`config.mk`:
```
export PLATFORM = sky130hd
export DESIGN_NAME = mem_access_unit
export DESIGN_NICKNAME = d
export VERILOG_FILES = /design/src/rtl/lsu_pkg.sv /design/src/rtl/mem_access_unit_be_gen.sv /design/src/rtl/mem_access_unit.sv
export SDC_FILE = /design/constraint.sdc
export NUM_CORES = 1
export LEC_CHECK = 0
export BUFFER_PORTS_ARGS = -buffer_cell sky130_fd_sc_hd__buf_2
export CORE_MARGIN = 5
export CORE_UTILIZATION = 48
export CTS_BUF_LIST = sky130_fd_sc_hd__clkbuf_4 sky130_fd_sc_hd__clkbuf_8
export DETAILED_ROUTE_END_ITERATION = 6
export PLACE_DENSITY_LB_ADDON = 0.05
export SLEW_MARGIN = 20
export SYNTH_ARGS = -nofsm -noshare
export SYNTH_HDL_FRONTEND = slang
export SYNTH_SLANG_ARGS = --single-unit
```
`constraint.sdc`:
```
create_clock -name clk -period 3.5 [get_ports clk]
set_input_delay 0.525 -clock clk [delete_from_list [all_inputs] [get_ports clk]]
set_output_delay 0.525 -clock clk [all_outputs]
set_load 0.01 [all_outputs]
```
`src/rtl/lsu_pkg.sv`:
```
// Shared encodings for mem_access_unit: access sizes, FSM state codes and byte-enable constants.
package lsu_pkg;

    localparam logic [1:0] SZ_BYTE = 2'b00;
    localparam logic [1:0] SZ_HALF = 2'b01;
    localparam logic [1:0] SZ_WORD = 2'b10;
    localparam logic [1:0] SZ_RSVD = 2'b11;

    typedef logic [1:0] lsu_state_t;
    localparam logic [1:0] ST_IDLE   = 2'b00;
    localparam logic [1:0] ST_ACCESS = 2'b01;
    localparam logic [1:0] ST_RESP   = 2'b10;

    localparam logic [3:0] BE_NONE = 4'b0000;
    localparam logic [3:0] BE_B0   = 4'b0001;
    localparam logic [3:0] BE_B1   = 4'b0010;
    localparam logic [3:0] BE_B2   = 4'b0100;
    localparam logic [3:0] BE_B3   = 4'b1000;
    localparam logic [3:0] BE_HL   = 4'b0011;
    localparam logic [3:0] BE_HH   = 4'b1100;
    localparam logic [3:0] BE_W    = 4'b1111;

    // True only for the seven byte-enable codes the memory understands.
    function automatic logic be_is_legal(input logic [3:0] be);
        case (be)
            BE_B0, BE_B1, BE_B2, BE_B3, BE_HL, BE_HH, BE_W: be_is_legal = 1'b1;
            default:                                       be_is_legal = 1'b0;
        endcase
    endfunction

endpackage

```
`src/rtl/mem_access_unit_be_gen.sv`:
```
// be_gen: (size, byte offset) -> byte-enable and misalignment flag.
// With LSU_ALIGN_CHECK_EN defined, misaligned halves/words and the reserved size are flagged.
module be_gen
    import lsu_pkg::*;
(
    input  logic [1:0] i_size,
    input  logic [1:0] i_addr_lo,
    output logic [3:0] o_be,
    output logic       o_misalign
);

    // Decode byte lanes; without the align check, low offset bits are simply ignored.
    always_comb begin
        o_be       = BE_NONE;
        o_misalign = 1'b0;
        case (i_size)
            SZ_BYTE: begin
                case (i_addr_lo)
                    2'b00:   o_be = BE_B0;
                    2'b01:   o_be = BE_B1;
                    2'b10:   o_be = BE_B2;
                    default: o_be = BE_B3;
                endcase
            end
            SZ_HALF: begin
                o_be = i_addr_lo[1] ? BE_HH : BE_HL;
`ifdef LSU_ALIGN_CHECK_EN
                o_misalign = i_addr_lo[0];
`endif
            end
            SZ_WORD: begin
                o_be = BE_W;
`ifdef LSU_ALIGN_CHECK_EN
                o_misalign = (i_addr_lo != 2'b00);
`endif
            end
            default: begin
`ifdef LSU_ALIGN_CHECK_EN
                o_be       = BE_NONE;
                o_misalign = 1'b1;
`else
                o_be       = BE_W;
                o_misalign = 1'b0;
`endif
            end
        endcase
    end

endmodule

```
`src/rtl/mem_access_unit.sv`:
```
// mem_access_unit: single-outstanding load/store initiator in front of the data memory.
// Define LSU_ALIGN_CHECK_EN to fault misaligned requests instead of truncating the offset.
module mem_access_unit
    import lsu_pkg::*;
(
    input  logic        clk,
    input  logic        rst,
    input  logic        req_valid,
    output logic        req_ready,
    input  logic        req_we,
    input  logic [1:0]  req_size,
    input  logic        req_signed,
    input  logic [31:0] req_addr,
    input  logic [31:0] req_wdata,
    output logic [9:0]  dm_addr,
    output logic [3:0]  dm_BE,
    output logic [31:0] dm_din,
    output logic        dm_wr,
    output logic        dm_signed,
    input  logic [31:0] dm_dout,
    output logic        resp_valid,
    input  logic        resp_ready,
    output logic [31:0] resp_rdata,
    output logic        resp_misalign
);

    lsu_state_t  r_state;
    logic        r_req_ready;
    logic        r_we;
    logic [1:0]  r_size;
    logic        r_signed;
    logic [11:0] r_addr;
    logic [31:0] r_wdata;
    logic        r_resp_valid;
    logic [31:0] r_resp_rdata;
    logic        r_resp_misalign;

    logic [3:0]  w_be_req;
    logic        w_mis_req;
    logic [3:0]  w_be_q;
    logic        w_mis_q;
    logic [3:0]  w_dm_be;
    logic [31:0] w_dm_din;
    logic        w_dm_wr;
    logic        w_dm_signed;
    logic        w_unused_bits;

    // Legality is judged on the incoming request; lanes are driven from the captured copy.
    be_gen u_be_req (
        .i_size     (req_size),
        .i_addr_lo  (req_addr[1:0]),
        .o_be       (w_be_req),
        .o_misalign (w_mis_req)
    );

    be_gen u_be_q (
        .i_size     (r_size),
        .i_addr_lo  (r_addr[1:0]),
        .o_be       (w_be_q),
        .o_misalign (w_mis_q)
    );

    assign w_unused_bits = ^{req_addr[31:12], w_be_req, w_mis_q};

    // Memory controls come only from state and captured request, so reset drops dm_wr at once.
    always_comb begin
        w_dm_be     = BE_NONE;
        w_dm_din    = 32'h0000_0000;
        w_dm_wr     = 1'b0;
        w_dm_signed = 1'b0;
        if (r_state == ST_ACCESS) begin
            w_dm_be     = w_be_q;
            w_dm_din    = r_wdata;
            w_dm_wr     = r_we & be_is_legal(w_be_q);
            w_dm_signed = r_signed;
        end else begin
            w_dm_be     = BE_NONE;
            w_dm_din    = 32'h0000_0000;
            w_dm_wr     = 1'b0;
            w_dm_signed = 1'b0;
        end
    end

    // Request capture, one-cycle memory access and response handshake.
    always_ff @(posedge clk or posedge rst) begin
        if (rst) begin
            r_state         <= ST_IDLE;
            r_req_ready     <= 1'b1;
            r_we            <= 1'b0;
            r_size          <= SZ_BYTE;
            r_signed        <= 1'b0;
            r_addr          <= 12'h000;
            r_wdata         <= 32'h0000_0000;
            r_resp_valid    <= 1'b0;
            r_resp_rdata    <= 32'h0000_0000;
            r_resp_misalign <= 1'b0;
        end else begin
            case (r_state)
                ST_IDLE: begin
                    if (req_valid && r_req_ready) begin
                        r_we        <= req_we;
                        r_size      <= req_size;
                        r_signed    <= req_signed;
                        r_addr      <= req_addr[11:0];
                        r_wdata     <= req_wdata;
                        r_req_ready <= 1'b0;
                        if (w_mis_req) begin
                            r_state         <= ST_RESP;
                            r_resp_valid    <= 1'b1;
                            r_resp_rdata    <= 32'h0000_0000;
                            r_resp_misalign <= 1'b1;
                        end else begin
                            r_state <= ST_ACCESS;
                        end
                    end
                end
                ST_ACCESS: begin
                    r_state         <= ST_RESP;
                    r_resp_valid    <= 1'b1;
                    r_resp_misalign <= 1'b0;
                    if (r_we) begin
                        r_resp_rdata <= 32'h0000_0000;
                    end else begin
                        r_resp_rdata <= dm_dout;
                    end
                end
                ST_RESP: begin
                    if (resp_ready) begin
                        r_state      <= ST_IDLE;
                        r_resp_valid <= 1'b0;
                        r_req_ready  <= 1'b1;
                    end
                end
                default: begin
                    r_state      <= ST_IDLE;
                    r_resp_valid <= 1'b0;
                    r_req_ready  <= 1'b1;
                end
            endcase
        end
    end

    assign req_ready     = r_req_ready;
    assign dm_addr       = r_addr[11:2];
    assign dm_BE         = w_dm_be;
    assign dm_din        = w_dm_din;
    assign dm_wr         = w_dm_wr;
    assign dm_signed     = w_dm_signed;
    assign resp_valid    = r_resp_valid;
    assign resp_rdata    = r_resp_rdata;
    assign resp_misalign = r_resp_misalign;

endmodule
```
* Word level (Yosys, flattened, before mapping)
Cells that the tools add are included.
** Cells by class
- Add/subtract/negate cells :: 0
- Multiply operators :: 0
- Div/mod/pow operators :: 0
- $lt $le $gt $ge :: 0
- Equal/unequal tests :: 14
- Shift operators :: 0
- Mux-type cells :: 18
- Bitwise operators :: 3
- Reductions and logical operators :: 9
** Operators by type and width (count)
- two-way mux 32 bit :: 2
- equality test 4 bit (second input constant) :: 3
- one-hot mux 4 bit (3 select lines) :: 1
- equality test 4 x 2 -> 1 bit (second input constant) :: 2
- two-way mux 4 bit :: 2
- one-hot mux 4 bit (2 select lines) :: 1
- two-way mux 1 bit :: 7
- OR reduction 7 bit :: 1
- equality test 2 x 1 -> 1 bit (second input constant) :: 3
- logical NOT 2 bit :: 3
- one-hot mux 1 bit (3 select lines) :: 2
- one-hot mux 2 bit (3 select lines) :: 1
- AND reduction 2 bit :: 3
- equality test 2 bit (second input constant) :: 2
- equality test 4 x 1 -> 1 bit (second input constant) :: 1
- equality test 4 x 3 -> 1 bit (second input constant) :: 1
- two-way mux 2 bit :: 2
- inequality test 2 bit (second input constant) :: 2
- AND reduction 3 bit :: 1
- inverter 1 bit :: 2
- bitwise AND 1 bit :: 1
- logical AND 1 bit :: 1
** Storage, ports and cells
- Bits in registers :: 84
- Latch bits :: 0
- RAM bits :: 0
- Memory bits (read-only) :: 0
- Input port bits :: 104
- Output and inout bits :: 83
- Logic and storage cells :: 53
- Memories kept :: 0

* Longest topological paths before layout
Gate-level depths: netlist (run 1).
- Depth in word-level cells :: 9
- Depth in mapped cells :: 5
- Depth with buffers taken out :: 3

* Hierarchy
From an unflattened synthesis (run 1), not the netlist that was laid out.
** Unflattened totals
- Cells, all modules :: 274
- Area, all modules :: 3641.0 um2
** By module, submodules not included
- mem_access_unit :: instances 1, cells an instance 256, area an instance 3530.9 um2, seq. area each 2128.3 um2
- be_gen :: instances 2, cells an instance 9, area an instance 55.1 um2, seq. area each 0.0 um2

* Worst setup path after synthesis (run 1)
Ideal clock, no wire load.
- Kind :: flip-flop to output port
- From :: register r_state[0]
- To :: output dm_BE[1]
- Data arrival time :: 1.196 ns
- Required time :: 2.975 ns
- Slack :: 1.779 ns
- Cell stages (with the launch flop) :: 5
- Buffers on the path :: 2
- Cell sequence :: dfrtp_1 > or2b_1 > buf_2 > buf_1 > a21oi_1
** Between the ends
- Word-level cells in the longest chain between the ends :: 2
** RTL lines
- from (decl) :: line mem_access_unit.sv:27 : lsu_state_t r_state;
- from (signal assigned) :: line mem_access_unit.sv:87 : r_state <= ST_IDLE;
- from (signal assigned) :: line mem_access_unit.sv:108 : r_state <= ST_RESP;
- from (signal assigned) :: line mem_access_unit.sv:113 : r_state <= ST_ACCESS;
- equality test 2 x 1 -> 1 bit :: line mem_access_unit.sv:71 : if (r_state == ST_ACCESS) begin
- two-way mux 4 bit :: line mem_access_unit.sv:71
- to (decl) :: line mem_access_unit.sv:16 : output logic [3:0] dm_BE,
Every way passes these cells.

* Worst setup path after layout (run 1)
- From :: register r_state[1]
- To :: output dm_signed
** Between the ends
- Word-level cells in the longest chain between the ends :: 2
** RTL lines
- equality test 2 x 1 -> 1 bit :: line mem_access_unit.sv:71
- two-way mux 1 bit :: line mem_access_unit.sv:71
- to (decl) :: line mem_access_unit.sv:19 : output logic dm_signed,
Every way passes these cells.

==> report_table.html, run 1 <==
<table>
<tr><th>Metric</th><th>Value</th></tr>
<tr><th colspan="2">Status</th></tr>
<tr><td>Result of the run</td><td>finished clean</td></tr>
<tr><th colspan="2">Setup path</th></tr>
<tr><td>Critical-path cell list</td><td>and2b_2, and2_1, buf_2</td></tr>
<tr><td>Critical path required time</td><td>between 2 and 3 ns</td></tr>
<tr><td>Signal arrival time at the worst endpoint</td><td>approximately 1.7 ns</td></tr>
<tr><td>Critical Path Max Stage Delay</td><td>between 0.5 and 0.6 ns</td></tr>
<tr><td>Maximum fanout along the worst path</td><td>36</td></tr>
<tr><td>Cell with the largest stage delay on the worst path</td><td>sky130_fd_sc_hd__and2b_2</td></tr>
<tr><td>Type of origin of the critical path</td><td>flop</td></tr>
<tr><td>Kind of end point of the critical path</td><td>output port</td></tr>
<tr><td>Critical path start-end classification</td><td>flop to output port</td></tr>
<tr><th colspan="2">Global route</th></tr>
<tr><td>Pin count of the biggest net entering global routing</td><td>52</td></tr>
<tr><td>All-layer global routing usage</td><td>0.1736</td></tr>
<tr><td>First-pass GRT wire length</td><td>roughly 14000 microns</td></tr>
<tr><td>GRT Residual Overflow</td><td>0</td></tr>
<tr><td>Number of antenna violations at the first check in global routing</td><td>0</td></tr>
<tr><td>Vias in the first global route</td><td>approximately 2800</td></tr>
<tr><th colspan="2">Drt</th></tr>
<tr><td>Remaining DRCs</td><td>0</td></tr>
<tr><td>WL per Instance</td><td>14.80 microns</td></tr>
<tr><td>Number of detailed-route iterations in the first pass</td><td>4</td></tr>
<tr><td>First-iteration detailed-routing DRC count</td><td>82</td></tr>
<tr><td>Count of vias placed by the detailed router</td><td>2730</td></tr>
<tr><td>Detail Route Antenna Nets</td><td>0</td></tr>
<tr><td>Routed vias/inst</td><td>approximately 4.7</td></tr>
<tr><td>Sum of routed wire length over all layers</td><td>between 8000 and 9000 microns</td></tr>
<tr><th colspan="2">Clock network</th></tr>
<tr><td>CTS tree</td><td>done</td></tr>
<tr><td>Count of hold buffers inserted by post-cts repair</td><td>0</td></tr>
<tr><td>Clock root buffer</td><td>sky130_fd_sc_hd__clkbuf_8</td></tr>
<tr><td>Number of buffers inserted by post-CTS setup repair</td><td>0</td></tr>
<tr><td>Clock tree sinks</td><td>84</td></tr>
<tr><td>Max H-tree Level</td><td>3</td></tr>
<tr><td>Clock Latency Late Sink</td><td>approximately 0.35 ns</td></tr>
<tr><td>Maximum count of clock buffers along a single path</td><td>2</td></tr>
<tr><td>Resize count post-CTS</td><td>0</td></tr>
<tr><td>Num CTS Buffers</td><td>9</td></tr>
<tr><td>Clock slew seen by the registers of the worst setup and hold paths</td><td>about 0.080 ns</td></tr>
<tr><th colspan="2">Final layout</th></tr>
<tr><td>Filler cells</td><td>671</td></tr>
<tr><td>Number of diodes</td><td>0</td></tr>
<tr><td>Final Non-Filler Cells</td><td>577</td></tr>
<tr><td>Area Growth Syn to Fin</td><td>25.42%</td></tr>
<tr><td>Number of nets in the layout</td><td>around 570</td></tr>
<tr><td>Final Util</td><td>0.6239</td></tr>
<tr><td>Fraction of final layout cells with drive strength greater than 1</td><td>0.4884</td></tr>
<tr><th colspan="2">Place</th></tr>
<tr><td>Detailed placement HPWL</td><td>6050 microns</td></tr>
<tr><td>Placed insts</td><td>roughly 560</td></tr>
<tr><td>Final GP Congestion</td><td>approximately 0.78</td></tr>
<tr><td>Input/output buffers</td><td>around 170</td></tr>
<tr><th colspan="2">Floorplan</th></tr>
<tr><td>Die Width</td><td>around 100 microns</td></tr>
<tr><td>Overall die height</td><td>~100 microns</td></tr>
<tr><td>Starting density of the core</td><td>0.4974</td></tr>
<tr><td>Die Area</td><td>approximately 0.0099 sq mm</td></tr>
<tr><td>Standard-cell rows</td><td>32</td></tr>
<tr><td>Core Area</td><td>around 0.0078 sq mm</td></tr>
<tr><td>IO Pins</td><td>about 190</td></tr>
<tr><th colspan="2">Synth</th></tr>
<tr><td>Flops &amp; latches, synth</td><td>84</td></tr>
<tr><td>Dominant synthesized flop cell</td><td>sky130_fd_sc_hd__dfrtp_1</td></tr>
<tr><td>Instance count of the mapped netlist</td><td>around 320</td></tr>
<tr><td>Sequential share of the synthesized area</td><td>0.5444</td></tr>
<tr><td>Share of flip-flops with an asynchronous set or reset after synthesis</td><td>1.000</td></tr>
<tr><td>Number of enable-type register cells in the synthesized netlist</td><td>0</td></tr>
<tr><td>Average instance area after synthesis</td><td>~12 sq um</td></tr>
<tr><td>Most common library cells after synthesis</td><td>sky130_fd_sc_hd__dfrtp_1 (83), sky130_fd_sc_hd__nand2_1 (67), sky130_fd_sc_hd__mux2_4 (40)</td></tr>
<tr><td>Post-synthesis instance area</td><td>roughly 0.0039 sq mm</td></tr>
<tr><td>Cell types occupying the most area after synthesis</td><td>sky130_fd_sc_hd__dfrtp_1 (54%), sky130_fd_sc_hd__mux2_4 (16%), sky130_fd_sc_hd__nand2_1 (6.5%)</td></tr>
<tr><td>Cell accounting for the most synthesized area</td><td>sky130_fd_sc_hd__dfrtp_1</td></tr>
<tr><td>Library cell with the highest instance count after synthesis</td><td>sky130_fd_sc_hd__dfrtp_1</td></tr>
<tr><td>Area share of the leading cell type in the synthesized netlist</td><td>0.5376</td></tr>
<tr><td>Number of distinct library cells after synthesis</td><td>27</td></tr>
<tr><td>Syn Nets</td><td>423</td></tr>
<tr><td>Yosys warnings</td><td>0</td></tr>
<tr><th colspan="2">Timing</th></tr>
<tr><td>Fin Hold WS</td><td>roughly 0.26 ns</td></tr>
<tr><td>Final period utilization</td><td>0.6405</td></tr>
<tr><td>Tightest Pin Transition</td><td>between 0.8 and 0.9 ns</td></tr>
<tr><td>Post-Route Skew</td><td>0.01534 ns</td></tr>
<tr><td>Unrepaired setup endpoints after global routing</td><td>no</td></tr>
<tr><td>Max Clk Rate</td><td>446.1 MHz</td></tr>
<tr><td>Final Critical Period</td><td>2.242 ns</td></tr>
<tr><td>Relative slew slack</td><td>0.4293</td></tr>
<tr><td>Count of final max-slew check failures</td><td>0</td></tr>
<tr><td>Aggregate negative setup slack</td><td>0 ns</td></tr>
<tr><td>Setup violations, final</td><td>0</td></tr>
<tr><td>Number of hold violations in the final report</td><td>0</td></tr>
<tr><th colspan="2">Run</th></tr>
<tr><td>Max-cap violations</td><td>0</td></tr>
<tr><th colspan="2">Power</th></tr>
<tr><td>Power density normalized to cell area</td><td>~640 mW/mm^2</td></tr>
<tr><td>Static leakage</td><td>2.619 nW</td></tr>
<tr><td>Max IR drop VDD</td><td>0.2407 mV</td></tr>
<tr><th colspan="2">Hold path</th></tr>
<tr><td>Class of the worst hold path</td><td>primary input to async pin</td></tr>
</table>
-- state kept, by name, summed over array words and instances (netlist names), 2 cells and up --
| signal | count |
|---|---|
| r_wdata | 32 |
| r_size | 2 |
| resp_rdata | 32 |
| r_state | 2 |
| r_addr | 12 |
-- logic make-up (layout without fill, tap and decap cells) --
kind of cell / Yosys count / count (layout) / share of synthesized area
other: 1 / 1 / 0.0009706
DFF: 84 / 84 / 0.5444
and+or+nand+nor: 141 / 141 / 0.1966
AOI/OAI and AO/OA: 12 / 12 / 0.01716
muxes: 46 / 46 / 0.1729
buffers and inverters: 35 / 191 / 0.06800
-- per-layer routing --
layer  vias up  wire length, microns  share of wire  track usage
met3        10                   717          0.084      0.04418
met4         0                   123          0.014      0.06933
met1      1301                  3554           0.42       0.2140
li1       1325                     -              -            -
met2        94                  4143           0.49       0.2909
met5         -                     0              0            0
-- area by class of cell --
cell class	count	area, sq um	share of cell area
well taps	102	127.6	0.02634
multi-input cells	200	1508	0.3111
inverters	4	16.27	0.003357
clock buffers	10	131.4	0.02711
clock inverters	6	88.84	0.01833
repair buffers	171	870.8	0.1797
flip-flops and latches	84	2103	0.4340
-- stage by stage --
step / setup slack (ns) / instance area [sq um] / total power, mW
finish: 1.258 / 4846 / 3.080
global route: 1.109 / 4846 / 3.286
CTS: 1.193 / 4846 / 3.128
detailed placement: 1.438 / 4626 / 2.359
global placement: 1.450 / 4626 / 2.328
floorplan: 0.8115 / 3864 / 2.042
-- cells in the final DEF, fill, tap and decap left out, types with 6 or more instances in the layout --
cell	netlist	routed
sky130_fd_sc_hd__clkbuf_8	0	9
sky130_fd_sc_hd__mux2_4	40	40
sky130_fd_sc_hd__dfrtp_1	83	83
sky130_fd_sc_hd__nand3b_1	32	32
sky130_fd_sc_hd__buf_4	11	6
sky130_fd_sc_hd__nand2_1	67	67
sky130_fd_sc_hd__and2_1	34	34
sky130_fd_sc_hd__buf_2	5	165
-- worst paths after layout --
check	from	slack [ns]	endpoint	cells after the start
min	rst	0.26	resp_rdata[18]	2
max reg2reg	req_ready	1.44	r_wdata[4]	3
min reg2reg	resp_rdata[19]	0.46	resp_rdata[19]	2
max	r_state[1]	1.26	dm_signed	3
min in group clk	req_size[1]	0.37	r_size[1]	3
max in group asynchronous	rst	2.38	r_wdata[14]	3
-- power breakdown --
part	internal [mW]	total (mW)	switching, mW
registers	1.31	1.49	0.173
logic	0.459	0.840	0.381
clock network	0.410	0.754	0.344
-- worst max-delay path: cells and delay by family (launching register included) --
kind / cells / cell delay (ns)
DFF: 1 / 0.45
buffers and inverters: 1 / 0.13
and+or+nand+nor: 2 / 0.78
No activity file was read; power rests on OpenSTA's default activity.
==> run 2: changes to the inputs <==
--- a/config.mk
+++ b/config.mk
@@ -7,7 +7,7 @@
 export LEC_CHECK = 0
 export BUFFER_PORTS_ARGS = -buffer_cell sky130_fd_sc_hd__buf_2
 export CORE_MARGIN = 5
-export CORE_UTILIZATION = 48
+export CORE_UTILIZATION = 43
 export CTS_BUF_LIST = sky130_fd_sc_hd__clkbuf_4 sky130_fd_sc_hd__clkbuf_8
 export DETAILED_ROUTE_END_ITERATION = 6
 export PLACE_DENSITY_LB_ADDON = 0.05
==> constraint.sdc (replaced) <==
create_clock -name clk -period 1.9 [get_ports clk]
set_input_delay 0.285 -clock clk [delete_from_list [all_inputs] [get_ports clk]]
set_output_delay 0.285 -clock clk [all_outputs]
set_load 0.01 [all_outputs]
==> run 2 against run 1 <==
Effect of this change:
- clock skew shrank 0.0011 ns
- critical path depth is the same
- critical path type unchanged
- flip-flop and latch count is the same
- via count is essentially flat
- highest routed layer unchanged
==> report_table.html, run 2 (synthesized netlist as in run 1, its figures left out) <==
<table>
<tr><th>Metric</th><th>Value</th></tr>
<tr><th colspan="2">Timing</th></tr>
<tr><td>Number of hold violations in the final report</td><td>0 (unchanged)</td></tr>
<tr><td>Aggregate negative setup slack</td><td>0 ns (unchanged)</td></tr>
<tr><td>Setup violations, final</td><td>0 (unchanged)</td></tr>
<tr><td>Post-Route Skew</td><td>0.01428 ns (-0.001065 ns)</td></tr>
<tr><td>Fin Hold WS</td><td>0.05368 ns (-0.2098 ns)</td></tr>
<tr><td>Final Critical Period</td><td>between 1.5 and 2 ns</td></tr>
<tr><td>Count of final max-slew check failures</td><td>0 (unchanged)</td></tr>
<tr><td>Final setup slack of the worst path</td><td>0.08959 ns (-1.169 ns)</td></tr>
<tr><td>Max Clk Rate</td><td>around 550 MHz</td></tr>
<tr><td>Final period utilization</td><td>0.9528</td></tr>
<tr><td>Unrepaired setup endpoints after global routing</td><td>no</td></tr>
<tr><th colspan="2">Power</th></tr>
<tr><td>Static leakage</td><td>2.629 nW (+0.37%)</td></tr>
<tr><td>Max IR drop VDD</td><td>0.4095 mV (+70%)</td></tr>
<tr><td>NetSw</td><td>1.628 mW (+81%)</td></tr>
<tr><td>Switching power as a share of total power</td><td>0.2936 (+0.002039)</td></tr>
<tr><td>Share of total power in the clock network</td><td>0.229 (-0.016)</td></tr>
<tr><td>Share of power burned in registers</td><td>0.496 (+0.014)</td></tr>
<tr><td>Total Power Consumption</td><td>5.545 mW (+80%)</td></tr>
<tr><td>Internal</td><td>3.917 mW (+80%)</td></tr>
<tr><td>Power density normalized to cell area</td><td>1132 mW/mm^2 (+78%)</td></tr>
<tr><td>Share of total power in combinational logic</td><td>0.275 (+0.002)</td></tr>
<tr><th colspan="2">Clock network</th></tr>
<tr><td>Maximum count of clock buffers along a single path</td><td>2 (unchanged)</td></tr>
<tr><td>Clock tree sinks</td><td>84 (unchanged)</td></tr>
<tr><td>Resize count post-CTS</td><td>0 (unchanged)</td></tr>
<tr><td>Clock root buffer</td><td>sky130_fd_sc_hd__clkbuf_8</td></tr>
<tr><td>Max H-tree Level</td><td>3 (unchanged)</td></tr>
<tr><td>CTS tree</td><td>done</td></tr>
<tr><td>Number of buffers inserted by post-CTS setup repair</td><td>0 (unchanged)</td></tr>
<tr><td>Num CTS Buffers</td><td>9 (unchanged)</td></tr>
<tr><td>Count of hold buffers inserted by post-cts repair</td><td>0 (unchanged)</td></tr>
<tr><td>Clock Latency Late Sink</td><td>0.34 ns (about the same)</td></tr>
<tr><td>Clock slew seen by the registers of the worst setup and hold paths</td><td>0.09 ns (about the same)</td></tr>
<tr><th colspan="2">Drt</th></tr>
<tr><td>Count of vias placed by the detailed router</td><td>2729 (-0.037%)</td></tr>
<tr><td>Remaining DRCs</td><td>0 (unchanged)</td></tr>
<tr><td>Detail Route Antenna Nets</td><td>0 (unchanged)</td></tr>
<tr><td>Number of detailed-route iterations in the first pass</td><td>4 (unchanged)</td></tr>
<tr><td>WL per Instance</td><td>14.71 microns (-0.62%)</td></tr>
<tr><td>Routed vias/inst</td><td>4.665 (-1.4%)</td></tr>
<tr><td>First-iteration detailed-routing DRC count</td><td>74 (-9.8%)</td></tr>
<tr><td>Sum of routed wire length over all layers</td><td>8603 microns (+0.76%)</td></tr>
<tr><th colspan="2">Global route</th></tr>
<tr><td>GRT Residual Overflow</td><td>0 (unchanged)</td></tr>
<tr><td>First-pass GRT wire length</td><td>13920 microns (+2.5%)</td></tr>
<tr><td>Pin count of the biggest net entering global routing</td><td>85 (+63%)</td></tr>
<tr><td>All-layer global routing usage</td><td>0.1546 (-0.01895)</td></tr>
<tr><td>Vias in the first global route</td><td>2721 (-4.5%)</td></tr>
<tr><td>Number of antenna violations at the first check in global routing</td><td>0 (unchanged)</td></tr>
<tr><th colspan="2">Final layout</th></tr>
<tr><td>Leading cell type in the layout, fill and taps excluded</td><td>sky130_fd_sc_hd__buf_2</td></tr>
<tr><td>Area taken by multi-input logic gates</td><td>0.001508 sq mm (unchanged)</td></tr>
<tr><td>Storage element area</td><td>0.002105 sq mm (about the same)</td></tr>
<tr><td>Number of nets in the layout</td><td>576 (+0.35%)</td></tr>
<tr><td>Area Growth Syn to Fin</td><td>26.78%</td></tr>
<tr><td>Filler cells</td><td>799 (+19%)</td></tr>
<tr><td>Leading cell types in the layout, fill and taps excluded</td><td>sky130_fd_sc_hd__buf_2 (165), sky130_fd_sc_hd__dfrtp_1 (82), sky130_fd_sc_hd__nand2_1 (67)</td></tr>
<tr><td>Fraction of final layout cells with drive strength greater than 1</td><td>0.4927 (+0.004241)</td></tr>
<tr><td>Non-Filler Cell Area, Final</td><td>0.004898 sq mm (+1.1%)</td></tr>
<tr><td>Number of diodes</td><td>0 (unchanged)</td></tr>
<tr><th colspan="2">Place</th></tr>
<tr><td>Final GP Congestion</td><td>0.7499 (-3.3%)</td></tr>
<tr><td>Area of placed instances</td><td>0.004701 sq mm (+1.6%)</td></tr>
<tr><td>Detailed placement HPWL</td><td>6074 microns (+0.39%)</td></tr>
<tr><td>Input/output buffers</td><td>165 (unchanged)</td></tr>
<tr><td>Pre-CTS setup slack</td><td>0.1234 ns (-1.315 ns)</td></tr>
<tr><th colspan="2">Setup path</th></tr>
<tr><td>Critical path required time</td><td>1.62 ns (-1.35 ns)</td></tr>
<tr><td>Kind of end point of the critical path</td><td>output port</td></tr>
<tr><td>Maximum fanout along the worst path</td><td>10 (-72%)</td></tr>
<tr><td>Critical path start-end classification</td><td>flop to output port</td></tr>
<tr><td>Type of origin of the critical path</td><td>flop</td></tr>
<tr><td>Signal arrival time at the worst endpoint</td><td>1.53 ns (-0.19 ns)</td></tr>
<tr><th colspan="2">Run</th></tr>
<tr><td>Max-cap violations</td><td>0 (unchanged)</td></tr>
<tr><th colspan="2">Status</th></tr>
<tr><td>Result of the run</td><td>finished clean</td></tr>
<tr><th colspan="2">Floorplan</th></tr>
<tr><td>Die Area</td><td>0.01098 sq mm (+10%)</td></tr>
<tr><td>Starting density of the core</td><td>0.4430 (-0.05438)</td></tr>
<tr><td>IO Pins</td><td>187 (unchanged)</td></tr>
<tr><td>Standard-cell rows</td><td>34 (+6.3%)</td></tr>
<tr><td>Overall die height</td><td>104.8 microns (+5.1%)</td></tr>
<tr><td>Die Width</td><td>104.8 microns (+5.1%)</td></tr>
<tr><td>Core Area</td><td>0.008721 sq mm (+12%)</td></tr>
<tr><th colspan="2">Hold path</th></tr>
<tr><td>Class of the worst hold path</td><td>primary input to async pin</td></tr>
</table>
==> run 2: worst paths after layout <==
check	cells past startpoint	slack (ns)	startpoint	to
setup / recovery	3	0.09	r_state[0]	dm_BE[3]
hold reg to reg	2	0.46	resp_rdata[28]	resp_rdata[28]
min in group clk	3	0.15	req_size[1]	r_size[1]
setup reg to reg	3	0.14	req_ready	r_size[0]
hold / removal	3	0.05	rst	resp_rdata[18]
max in group asynchronous	3	1.46	rst	req_ready
==> run 2: layout make-up <==
class | count | share of cell area
inverters | 4 | 0.003831
well taps | 108 | 0.02759
multi-input cells | 200 | 0.3078
clock inverters | 4 | 0.01022
flip-flops and latches | 84 | 0.4296
clock buffers | 12 | 0.02988
repair buffers | 173 | 0.1911
==> run 2: power by group through the flow <==
stage | clock, mW | combinational (mW) | sequential (mW)
floorplan | 0 | 0.883 | 2.88
global placement | 0 | 1.53 | 2.76
detailed placement | 0 | 1.56 | 2.78
CTS | 1.32 | 1.56 | 2.76
global route | 1.39 | 1.68 | 2.84
finish | 1.27 | 1.53 | 2.75
==> run 2: critical path: stages, from the launching register on <==
cell and delay [ns]:
sky130_fd_sc_hd__dfrtp_1 0.47, sky130_fd_sc_hd__or2b_1 0.39, sky130_fd_sc_hd__a21oi_1 0.18, sky130_fd_sc_hd__buf_2 0.16
==> run 2: metal layers <==
metal | track usage | share of wire | vias up
met5 | 0 | 0 | -
met4 | 0.04932 | 0.011 | 0
met3 | 0.04501 | 0.086 | 11
met2 | 0.2347 | 0.47 | 110
met1 | 0.2139 | 0.43 | 1281
li1 | - | - | 1327
==> run 2: metrics by stage <==
stage               instances  utilization
floorplan                 319            -
global placement          569       0.5390
detailed placement        569       0.5390
CTS                       585       0.5615
global route              585       0.5617
finish                    585       0.5617
==> run 3: changes to the inputs <==
--- a/config.mk
+++ b/config.mk
@@ -6,12 +6,14 @@
 export NUM_CORES = 1
 export LEC_CHECK = 0
 export BUFFER_PORTS_ARGS = -buffer_cell sky130_fd_sc_hd__buf_2
+export CORE_ASPECT_RATIO = 0.5
 export CORE_MARGIN = 5
-export CORE_UTILIZATION = 43
+export CORE_UTILIZATION = 42
 export CTS_BUF_LIST = sky130_fd_sc_hd__clkbuf_4 sky130_fd_sc_hd__clkbuf_8
 export DETAILED_ROUTE_END_ITERATION = 6
 export PLACE_DENSITY_LB_ADDON = 0.05
 export SLEW_MARGIN = 20
 export SYNTH_ARGS = -nofsm -noshare
 export SYNTH_HDL_FRONTEND = slang
+export SYNTH_HIERARCHICAL = 1
 export SYNTH_SLANG_ARGS = --single-unit
==> run 3 against run 2 <==
Effect of this change:
- the flow now finishes with violations (setup timing)
- die area decreased by 3.5%
- fmax decreased by 11%
- design area decreased by 2.7%
- first-iteration DRC count increased by 14%
- combinational power increased by 53%
- synthesized cell count decreased by 17%
- via count decreased by 4.8%
- core utilization increased by 2.3 points
- power increased by 24%
- cell count decreased by 7.7%
- register-to-register slack improved by 0.15 ns
- critical endpoint is now dm_wr
==> report_table.html, run 3 <==
<table>
<tr><th>Metric</th><th>Value</th></tr>
<tr><th colspan="2">Drt</th></tr>
<tr><td>First-iteration detailed-routing DRC count</td><td>84 (+14%)</td></tr>
<tr><td>Sum of routed wire length over all layers</td><td>8532 microns (-0.83%)</td></tr>
<tr><td>Number of detailed-route iterations in the first pass</td><td>4 (unchanged)</td></tr>
<tr><td>Detail Route Antenna Nets</td><td>0 (unchanged)</td></tr>
<tr><td>Count of vias placed by the detailed router</td><td>2599 (-4.8%)</td></tr>
<tr><td>Remaining DRCs</td><td>0 (unchanged)</td></tr>
<tr><td>WL per Instance</td><td>15.80 microns (+7.4%)</td></tr>
<tr><td>Routed vias/inst</td><td>4.813 (+3.2%)</td></tr>
<tr><th colspan="2">Floorplan</th></tr>
<tr><td>Die Area</td><td>0.01060 sq mm (-3.5%)</td></tr>
<tr><td>Starting density of the core</td><td>0.4403 (-0.002728)</td></tr>
<tr><td>Standard-cell rows</td><td>23 (-32%)</td></tr>
<tr><td>Die Width</td><td>140.7 microns (+34%)</td></tr>
<tr><td>IO Pins</td><td>187 (unchanged)</td></tr>
<tr><td>Core Area</td><td>0.008144 sq mm (-6.6%)</td></tr>
<tr><td>Overall die height</td><td>75.34 microns (-28%)</td></tr>
<tr><th colspan="2">Timing</th></tr>
<tr><td>Unrepaired setup endpoints after global routing</td><td>yes</td></tr>
<tr><td>Fin Hold WS</td><td>0.1569 ns (+0.1032 ns)</td></tr>
<tr><td>Count of final max-slew check failures</td><td>0 (unchanged)</td></tr>
<tr><td>Max Clk Rate</td><td>493.0 MHz (-11%)</td></tr>
<tr><td>Setup violations, final</td><td>1 (+1)</td></tr>
<tr><td>Relative slew slack</td><td>0.4529</td></tr>
<tr><td>Aggregate negative setup slack</td><td>-0.1282 ns (-0.1282 ns)</td></tr>
<tr><td>Post-Route Skew</td><td>0.004053 ns (-0.01023 ns)</td></tr>
<tr><td>Tightest Pin Transition</td><td>between 0.8 and 0.9 ns</td></tr>
<tr><td>Final period utilization</td><td>1.067 (+0.1147)</td></tr>
<tr><td>Final Critical Period</td><td>2.028 ns (+0.2178 ns)</td></tr>
<tr><td>Final setup slack of the worst path</td><td>-0.1282 ns (-0.2178 ns)</td></tr>
<tr><td>Number of hold violations in the final report</td><td>0 (unchanged)</td></tr>
<tr><th colspan="2">Clock network</th></tr>
<tr><td>Num CTS Buffers</td><td>9 (unchanged)</td></tr>
<tr><td>Clock Latency Late Sink</td><td>0.35 ns (about the same)</td></tr>
<tr><td>Max H-tree Level</td><td>3 (unchanged)</td></tr>
<tr><td>Maximum count of clock buffers along a single path</td><td>2 (unchanged)</td></tr>
<tr><td>Clock root buffer</td><td>sky130_fd_sc_hd__clkbuf_8</td></tr>
<tr><td>Clock slew seen by the registers of the worst setup and hold paths</td><td>0.08 ns (about the same)</td></tr>
<tr><td>Clock tree sinks</td><td>85 (+1.2%)</td></tr>
<tr><td>CTS tree</td><td>done</td></tr>
<tr><th colspan="2">Global route</th></tr>
<tr><td>All-layer global routing usage</td><td>0.1673 (+0.01273)</td></tr>
<tr><td>GRT Residual Overflow</td><td>0 (unchanged)</td></tr>
<tr><td>Pin count of the biggest net entering global routing</td><td>49 (-42%)</td></tr>
<tr><td>Vias in the first global route</td><td>2868 (+5.4%)</td></tr>
<tr><td>First-pass GRT wire length</td><td>13820 microns (-0.75%)</td></tr>
<tr><td>Number of antenna violations at the first check in global routing</td><td>0 (unchanged)</td></tr>
<tr><th colspan="2">Setup path</th></tr>
<tr><td>Signal arrival time at the worst endpoint</td><td>1.74 ns (+0.21 ns)</td></tr>
<tr><td>Crit path launch</td><td>r_size[0]</td></tr>
<tr><td>Critical Path Max Stage Delay</td><td>0.44 ns (-0.03 ns)</td></tr>
<tr><td>Type of origin of the critical path</td><td>flop</td></tr>
<tr><td>Critical path start-end classification</td><td>flop to output port</td></tr>
<tr><td>Kind of end point of the critical path</td><td>output port</td></tr>
<tr><td>FF-to-FF Start</td><td>r_state[0]</td></tr>
<tr><td>Maximum fanout along the worst path</td><td>3 (-7)</td></tr>
<tr><td>Critical-path cell list</td><td>nor2b_4, o21bai_2, or3_1, a31oi_1, buf_2</td></tr>
<tr><td>Cell with the largest stage delay on the worst path</td><td>sky130_fd_sc_hd__dfrtp_1</td></tr>
<tr><td>Critical path required time</td><td>1.62 ns (about the same)</td></tr>
<tr><td>Largest delay contributor family on the critical path</td><td>simple AND/OR/NAND/NOR gates</td></tr>
<tr><td>Number of buffers and inverters on the critical path</td><td>1 (unchanged)</td></tr>
<tr><th colspan="2">Place</th></tr>
<tr><td>Placed insts</td><td>522 (-8.3%)</td></tr>
<tr><td>Area of placed instances</td><td>0.004483 sq mm (-4.6%)</td></tr>
<tr><td>Detailed placement HPWL</td><td>6284 microns (+3.5%)</td></tr>
<tr><td>Pre-CTS setup slack</td><td>0.1427 ns (+0.01933 ns)</td></tr>
<tr><td>Input/output buffers</td><td>166 (+0.61%)</td></tr>
<tr><td>Final GP Congestion</td><td>0.7553 (+0.72%)</td></tr>
<tr><th colspan="2">Final layout</th></tr>
<tr><td>Leading cell type in the layout, fill and taps excluded</td><td>sky130_fd_sc_hd__buf_2</td></tr>
<tr><td>Non-Filler Cell Area, Final</td><td>0.004766 sq mm (-2.7%)</td></tr>
<tr><td>Final Non-Filler Cells</td><td>540 (-7.7%)</td></tr>
<tr><td>Fraction of final layout cells with drive strength greater than 1</td><td>0.5864 (+0.09379)</td></tr>
<tr><td>Leading cell types in the layout, fill and taps excluded</td><td>sky130_fd_sc_hd__buf_2 (166), sky130_fd_sc_hd__dfrtp_1 (83), sky130_fd_sc_hd__mux2_2 (39)</td></tr>
<tr><td>Number of diodes</td><td>0 (unchanged)</td></tr>
<tr><td>Area Growth Syn to Fin</td><td>32.90%</td></tr>
<tr><td>Final Util</td><td>0.5852 (+0.02350)</td></tr>
<tr><td>Number of nets in the layout</td><td>528 (-8.3%)</td></tr>
<tr><th colspan="2">Power</th></tr>
<tr><td>Total Power Consumption</td><td>6.878 mW (+24%)</td></tr>
<tr><td>Max IR drop VDD</td><td>0.6995 mV (+71%)</td></tr>
<tr><td>Power density normalized to cell area</td><td>1443 mW/mm^2 (+27%)</td></tr>
<tr><td>Static leakage</td><td>2.542 nW (-3.3%)</td></tr>
<tr><th colspan="2">Synth</th></tr>
<tr><td>Yosys warnings</td><td>6 (+6)</td></tr>
<tr><td>Average instance area after synthesis</td><td>13.53 sq um (+12%)</td></tr>
<tr><td>Post-synthesis instance area</td><td>0.003586 sq mm (-7.2%)</td></tr>
<tr><td>Instance count of the mapped netlist</td><td>265 (-17%)</td></tr>
<tr><td>Syn Nets</td><td>369 (-13%)</td></tr>
<tr><th colspan="2">Status</th></tr>
<tr><td>Violated checks</td><td>setup timing</td></tr>
<tr><td>Result of the run</td><td>complete, but fails checks</td></tr>
<tr><th colspan="2">Hold path</th></tr>
<tr><td>Hold path startpoint</td><td>dm_dout[6]</td></tr>
<tr><td>Class of the worst hold path</td><td>primary input to flop</td></tr>
<tr><th colspan="2">Run</th></tr>
<tr><td>Max-cap violations</td><td>0 (unchanged)</td></tr>
</table>
==> run 3: worst paths after layout <==
| check | slack (ns) | endpoint | cells past startpoint |
|---|---|---|---|
| max | -0.13 | dm_wr | 5 |
| min | 0.16 | resp_rdata[6] | 2 |
| max reg2reg | 0.29 | r_wdata[4] | 4 |
| min reg2reg | 0.50 | r_wdata[31] | 1 |
| max in group asynchronous | 0.73 | req_ready | 4 |
| min in group asynchronous | 0.56 | resp_rdata[25] | 3 |
==> run 3: final cells by class <==
type	instances	area, sq um
Clock buffer	11	145.1
Clock inverter	4	72.57
Fill cell	696	3378
Inverter	4	18.77
Multi-Input combinational cell	149	1318
Sequential cell	85	2130
Tap cell	112	140.1
Timing Repair Buffer	175	942.2
==> run 3: where the power goes <==
part	switching, mW	total [mW]	internal, mW
combinational	1.01	2.34	1.34
clock	0.607	1.39	0.782
sequential	0.479	3.14	2.67
total	2.09	6.88	4.79
==> run 3: metal layers <==
| metal | wire, microns | GRT usage | part of all wire |
|---|---|---|---|
| met5 | 0 | 0 | 0 |
| met4 | 133 | 0.05800 | 0.016 |
| met3 | 909 | 0.08025 | 0.11 |
| met2 | 4047 | 0.2797 | 0.47 |
| met1 | 3440 | 0.1943 | 0.40 |
==> run 3: timing repair <==
action	in CTS	in global routing
hold buffers	1	0
endpoints found under the hold margin	19	0
buffers inserted	2	0
pin swaps	3	3
setup endpoints to repair	8	27
gates resized for setup	3	8
==> run 3: worst register-to-register path: stages (launching register included) <==
cell and delay (ns):
sky130_fd_sc_hd__dfrtp_2 0.46, sky130_fd_sc_hd__nor2_1 0.16, sky130_fd_sc_hd__and3_4 0.22, sky130_fd_sc_hd__buf_12 0.27, sky130_fd_sc_hd__mux2_2 0.40
